==> src/rtl/ram_arb_pkg.sv <==
// Shared definitions for the data-RAM arbiter: FSM state encoding and
// requester indices (port 0 = core load/store unit, port 1 = loader/debug).
package ram_arb_pkg;

  typedef enum logic [1:0] {
    ST_IDLE   = 2'd0,
    ST_ACCESS = 2'd1,
    ST_RESP   = 2'd2
  } state_t;

  localparam logic PORT_CORE = 1'b0;
  localparam logic PORT_LOAD = 1'b1;

endpackage

==> src/rtl/ram_arbiter_rr_pick2.sv <==
// Two-way request picker for the data-RAM arbiter.
// Default: round-robin, the port not granted last wins a tie.
// With RAM_ARB_FIXED_PRIO_EN defined: port 0 always wins a tie and the
// last-grant input is ignored.
module rr_pick2
  import ram_arb_pkg::*;
(
  input  logic [1:0] req,
  input  logic       last,
  output logic       grant,
  output logic       valid
);

  assign valid = |req;

`ifdef RAM_ARB_FIXED_PRIO_EN
  logic unused_last;
  assign unused_last = last;

  // Fixed priority: core port wins whenever it requests.
  always_comb begin
    grant = PORT_LOAD;
    if (req[0]) grant = PORT_CORE;
  end
`else
  // Round-robin: a lone requester wins, a tie goes to the port not granted last.
  always_comb begin
    grant = PORT_CORE;
    if (req == 2'b11)  grant = ~last;
    else if (req[1])   grant = PORT_LOAD;
  end
`endif

endmodule

==> src/rtl/ram_arbiter.sv <==
// Arbiter sharing one single-port data RAM between the core (port 0) and the
// loader/debug master (port 1). One transaction every 3 cycles:
// IDLE (grant + capture) -> ACCESS (RAM strobe) -> RESP (ack pulse).
// Optional macro RAM_ARB_FIXED_PRIO_EN selects fixed priority (port 0 wins).
module ram_arbiter
  import ram_arb_pkg::*;
#(
  parameter int DATA_WIDTH = 32,
  parameter int ADDR_WIDTH = 32
) (
  input  logic                  i_clk,
  input  logic                  i_rst,
  input  logic                  i_req0,
  input  logic                  i_we0,
  input  logic [ADDR_WIDTH-1:0] i_addr0,
  input  logic [DATA_WIDTH-1:0] i_wdata0,
  output logic                  o_ack0,
  output logic [DATA_WIDTH-1:0] o_rdata0,
  input  logic                  i_req1,
  input  logic                  i_we1,
  input  logic [ADDR_WIDTH-1:0] i_addr1,
  input  logic [DATA_WIDTH-1:0] i_wdata1,
  output logic                  o_ack1,
  output logic [DATA_WIDTH-1:0] o_rdata1,
  output logic [ADDR_WIDTH-1:0] o_ram_addr,
  output logic [DATA_WIDTH-1:0] o_ram_data,
  output logic                  o_ram_write,
  output logic                  o_ram_read,
  input  logic [DATA_WIDTH-1:0] i_ram_data,
  output logic                  o_busy
);

  state_t                  state;
  logic                    cap_we;
  logic                    cap_port;
  logic                    last;
  logic                    ram_write_q;
  logic                    pick_port;
  logic                    pick_valid;
  logic                    sel_we;
  logic [ADDR_WIDTH-1:0]   sel_addr;
  logic [DATA_WIDTH-1:0]   sel_wdata;

  rr_pick2 u_pick (
    .req   ({i_req1, i_req0}),
    .last  (last),
    .grant (pick_port),
    .valid (pick_valid)
  );

  assign sel_we    = (pick_port == PORT_LOAD) ? i_we1    : i_we0;
  assign sel_addr  = (pick_port == PORT_LOAD) ? i_addr1  : i_addr0;
  assign sel_wdata = (pick_port == PORT_LOAD) ? i_wdata1 : i_wdata0;

  // The write strobe is registered but gated by reset so a write whose
  // ACCESS cycle coincides with reset never reaches the RAM.
  assign o_ram_write = ram_write_q & ~i_rst;
  assign o_busy      = (state != ST_IDLE);

`ifdef RAM_ARB_FIXED_PRIO_EN
  assign last = PORT_LOAD;
`else
  // Last-grant pointer; reset to port 1 so the core wins the first tie.
  always_ff @(posedge i_clk) begin
    if (i_rst)                                last <= PORT_LOAD;
    else if (state == ST_IDLE && pick_valid)  last <= pick_port;
  end
`endif

  // Transaction FSM with registered RAM strobes, acks and read data.
  always_ff @(posedge i_clk) begin
    if (i_rst) begin
      state       <= ST_IDLE;
      cap_we      <= 1'b0;
      cap_port    <= PORT_CORE;
      ram_write_q <= 1'b0;
      o_ram_read  <= 1'b0;
      o_ram_addr  <= '0;
      o_ram_data  <= '0;
      o_ack0      <= 1'b0;
      o_ack1      <= 1'b0;
      o_rdata0    <= '0;
      o_rdata1    <= '0;
    end else begin
      case (state)
        ST_IDLE: begin
          if (pick_valid) begin
            // The RAM address/data registers double as the capture registers.
            cap_port    <= pick_port;
            cap_we      <= sel_we;
            o_ram_addr  <= sel_addr;
            o_ram_data  <= sel_wdata;
            ram_write_q <= sel_we;
            o_ram_read  <= ~sel_we;
            state       <= ST_ACCESS;
          end
        end
        ST_ACCESS: begin
          ram_write_q <= 1'b0;
          o_ram_read  <= 1'b0;
          if (!cap_we) begin
            if (cap_port == PORT_LOAD) o_rdata1 <= i_ram_data;
            else                       o_rdata0 <= i_ram_data;
          end
          o_ack0 <= (cap_port == PORT_CORE);
          o_ack1 <= (cap_port == PORT_LOAD);
          state  <= ST_RESP;
        end
        ST_RESP: begin
          o_ack0 <= 1'b0;
          o_ack1 <= 1'b0;
          state  <= ST_IDLE;
        end
        default: state <= ST_IDLE;
      endcase
    end
  end

endmodule

==> config.mk <==
export PLATFORM = sky130hd
export DESIGN_NAME = ram_arbiter
export DESIGN_NICKNAME = d
export VERILOG_FILES = /design/src/rtl/ram_arb_pkg.sv /design/src/rtl/ram_arbiter_rr_pick2.sv /design/src/rtl/ram_arbiter.sv
export SDC_FILE = /design/constraint.sdc
export NUM_CORES = 1
export LEC_CHECK = 0
export CAP_MARGIN = 0
export CELL_PAD_IN_SITES_DETAIL_PLACEMENT = 1
export CELL_PAD_IN_SITES_GLOBAL_PLACEMENT = 2
export CORE_UTILIZATION = 19
export CTS_BUF_LIST = sky130_fd_sc_hd__clkbuf_8
export DETAILED_ROUTE_END_ITERATION = 16
export GPL_TIMING_DRIVEN = 0
export PLACE_DENSITY_LB_ADDON = 0.2
export REMOVE_ABC_BUFFERS = 1
export SLEW_MARGIN = 10
export SYNTH_ARGS = -nofsm -noshare
export SYNTH_HDL_FRONTEND = slang
export SYNTH_SLANG_ARGS = --single-unit
==> constraint.sdc <==
create_clock -name i_clk -period 1.7 [get_ports i_clk]
set_input_delay 0.51 -clock i_clk [delete_from_list [all_inputs] [get_ports i_clk]]
set_output_delay 0.51 -clock i_clk [all_outputs]
set_load 0.05 [all_outputs]
==> metrics.md <==
| Metric | Value |
|---|---|
| Pwr dens | 1090 nW/um^2 |
| Vias in the first global route | 5,408 |
| Clk_lat worst skew | around 0.44 ns |
| Unrepaired setup endpoints after global routing | true |
| Tmin final | 1.74 ns |
| Die span in x | 171 um |
| Initial antenna violation count | 0 |
| Maxcap violations | 0 |
| Synthesized instance count | 616 |
| CP startpoint kind | register |
| FMAX | approximately 580 MHz |
| #FFs+latches synth | 137 |
| Synth Area in XOR/XNOR | 0 |
| Grt met2 use | 0.235 |
| Clock Tree Root | clkbuf_8 |
| Actual slew at the worst max-slew pin | 0.518 ns |
| Synth area leaders | dfxtp_1 (50%), mux2i_1 (12%), a211oi_1 (8.9%) |
| DRT Pass-1 Iters | 4 |
| # rows | about 60 |
| Number of flops mapped to enable cells by yosys | 0 |
| Pin count of the biggest net entering global routing | 76 |
| Clock-pin slew on the worst setup and hold paths | roughly 0.08 ns |
| Num CTS Buffers | 17 |
| Overflow after GRT | 0 |
| Critical Setup Path Class | register to primary output |
| Ratio of routed vias to standard cells | 4.19 |
| Largest family of logic cells by synthesized area | compound AO/OA/AOI/OAI gates |
| Global route hottest layer | met2 |
| Post-synthesis mux area share | 0.125 |
| Seq/Total Area, Yosys | 0.503 |
| Clock Skews | 0.0141 ns |
| Endpoints failing setup | 1 |
| Mean Syn Cell Area | a little under 9 sq um |
| Post-Synth Adder-Cell Area | 0.00917 |
| Leakage | about 3.7 nW |
| H-tree depth | 4 |
| CP arrival | approximately 1.2 ns |
| Hold Crit Class | input pin to register |
| Synth Area in Compound Gates | 0.163 |
| Placed Instances | 1,252 |
| WL final | 23,000 um |
| Hold Path Sink | o_ram_addr[7] |
| Synth cell types | 27 |
| IO buf count | around 300 |
| Post-Syn Area | between 5000 and 6000 sq um |
| Slew headroom | 0.655 |
| Routability cong. | ~0.67 |
| First-pass GRT wire length | ~33,000 um |
| TritonCTS clock tree | built |
| Clock tree buffer depth | 2 |
| Grt met1 use | 0.176 |
| Drt initial violations | 202 |
| Hold Path Cell Cnt | 2 |
| Top cells by count, synth | dfxtp_1 (137), nand2_1 (128), nor2_1 (72) |
| Critical R2R Launch | state[1] |
| Post-DRT Antenna Nets | 0 |
| Share of layout cells above drive strength 1 | 0.232 |
| Hold Violations, Final | 0 |
| Final std cells w/o fill | 1,303 |
| Antenna cells | 0 |
| Area Growth Syn to Fin | 64.7% |
| Synth area leader | dfxtp_1 |
| Ys Warns | 0 |
| WP data required | 1.19 ns |
| Area share of the largest cell type after synthesis | 0.503 |
| Largest fanout on the critical path | 4 |
| Post-synthesis simple-gate area fraction | 0.153 |
| Final period util | 1.02 |
| Initial core utilization | 0.195 |
| DP Worst Slack | -1.04 ns |
| IO Pins | 299 |
| Die ar. | ~29,000 sq um |
| Fill count | between 3,000 and 4,000 |
| Worst hold start | i_rst |
| CORE AREA | 28,000 sq um |
| Async S/R FF share, synth | 0 |
| Remaining DRCs | 0 |
| Final nets | roughly 1,100 |
| Most frequent cell after synthesis | dfxtp_1 |
| Drt wl/cell | 17.6 um |
| Overall Global Routing Usage | 0.149 |
| Routing usage on met3 | 0.0854 |
| Die Height | 171 um |
| # hold bufs at CTS | 0 |
| VDD IR-drop max | between 0.0004 and 0.0005 V |
| Routed vias | 5,459 |
| Final core occ | 0.321 |
| Min setup slack post-route | -0.0361 ns |
| Crit end category | primary output |
| Status | finished, violations left |
| Failing checks | negative setup slack |
| Clk sinks | 137 |
| R2r setup slk | 0.10 ns |
| Terminus of the critical flop-to-flop path | state[0] |
| Cell depth of the worst flop-to-flop path | 7 |
| Slew Limit Fails | 0 |
| DP HPWL | 15,200 um |
| Top FF cell, synth | dfxtp_1 |
[logic make-up (layout without fill, tap and decap cells)]
logic type	count (synthesis)	after routing
buffers and inverters	55	361
DFF	137	137
AOI/OAI and AO/OA	140	142
and+or+nand+nor	212	213
adders and majority gates	4	4
muxes	68	68
[stage by stage]
step | hold slack (ns) | total power [mW] | setup TNS, ns | area [sq um]
after global placement | 0.443 | 7.26 | -537.75 | 8670
after floorplan | 0.491 | 5.78 | -171.03 | 5210
after global routing | 0.358 | 10.4 | -0.129 | 8980
after detailed placement | 0.446 | 7.25 | -69.50 | 8910
final | 0.387 | 9.82 | -0.0361 | 8980
after CTS | 0.356 | 9.96 | -0.239 | 9090
[routing by layer]
| layer | vias up | wire length [um] |
|---|---|---|
| met5 | - | 0 |
| li1 | 2707 | - |
| met2 | 212 | 10300 |
| met1 | 2534 | 9760 |
| met3 | 6 | 2770 |
| met4 | 0 | 127 |
[cell usage in the layout (no fill, tap or decap), drive strengths merged, types with 3 or more instances in the layout]
cell	count
a211oi	65
a21oi	66
buf	157
bufbuf	3
clkbuf	19
clkdlybuf4s50	162
clkinv	7
dfxtp	137
ha	4
inv	9
mux2i	68
nand2	128
nand3b	3
nor2	72
o21a	3
[timing repair]
item | CTS | global route
buffers inserted | 7 | 7
gates resized for setup | 633 | 68
gates cloned | 4 | 3
endpoints found under the setup margin | 266 | 114
pin swaps | 37 | 1
[power by group]
part / leakage [nW] / total, mW / switching, mW / internal (mW)
sequential: 1.13 / 3.72 / 0.177 / 3.55
clock: 0.203 / 2.74 / 1.42 / 1.31
combinational: 2.35 / 3.36 / 2.19 / 1.16
[final cells by class]
type / instances / area, sq um / area share
Timing Repair Buffer: 326 / 2790 / 0.310
Sequential cell: 137 / 2750 / 0.306
Multi-Input combinational cell: 427 / 2570 / 0.286
Tap cell: 378 / 473 / 0.0527
Clock buffer: 17 / 234 / 0.0260
Clock inverter: 14 / 151 / 0.0169
Inverter: 4 / 20.0 / 0.00223
[worst max path at each step]
| stage | from | to | slack [ns] |
|---|---|---|---|
| finish | state[1] | o_busy | -0.04 |
| floorplan | i_req1 | o_ram_read | -2.18 |
| detailed placement | i_req1 | o_ram_addr[15] | -1.04 |
| global placement | i_rst | o_ram_write | -5.19 |
| global route | state[1] | o_busy | -0.10 |
| CTS | state[1] | o_busy | -0.11 |
[worst max-delay path, cell delays in order (launching register included)]
cell and delay, ns:
dfxtp_4 0.37, inv_4 0.05, ha_4 0.18, inv_4 0.06, buf_8 0.13
[registers in the layout, indices dropped and copies added (netlist names), 2 cells and up]
name	flops
o_rdata1	32
o_ram_addr	32
state	2
o_ram_data	32
o_rdata0	32
No activity file was read; power rests on OpenSTA's default activity.
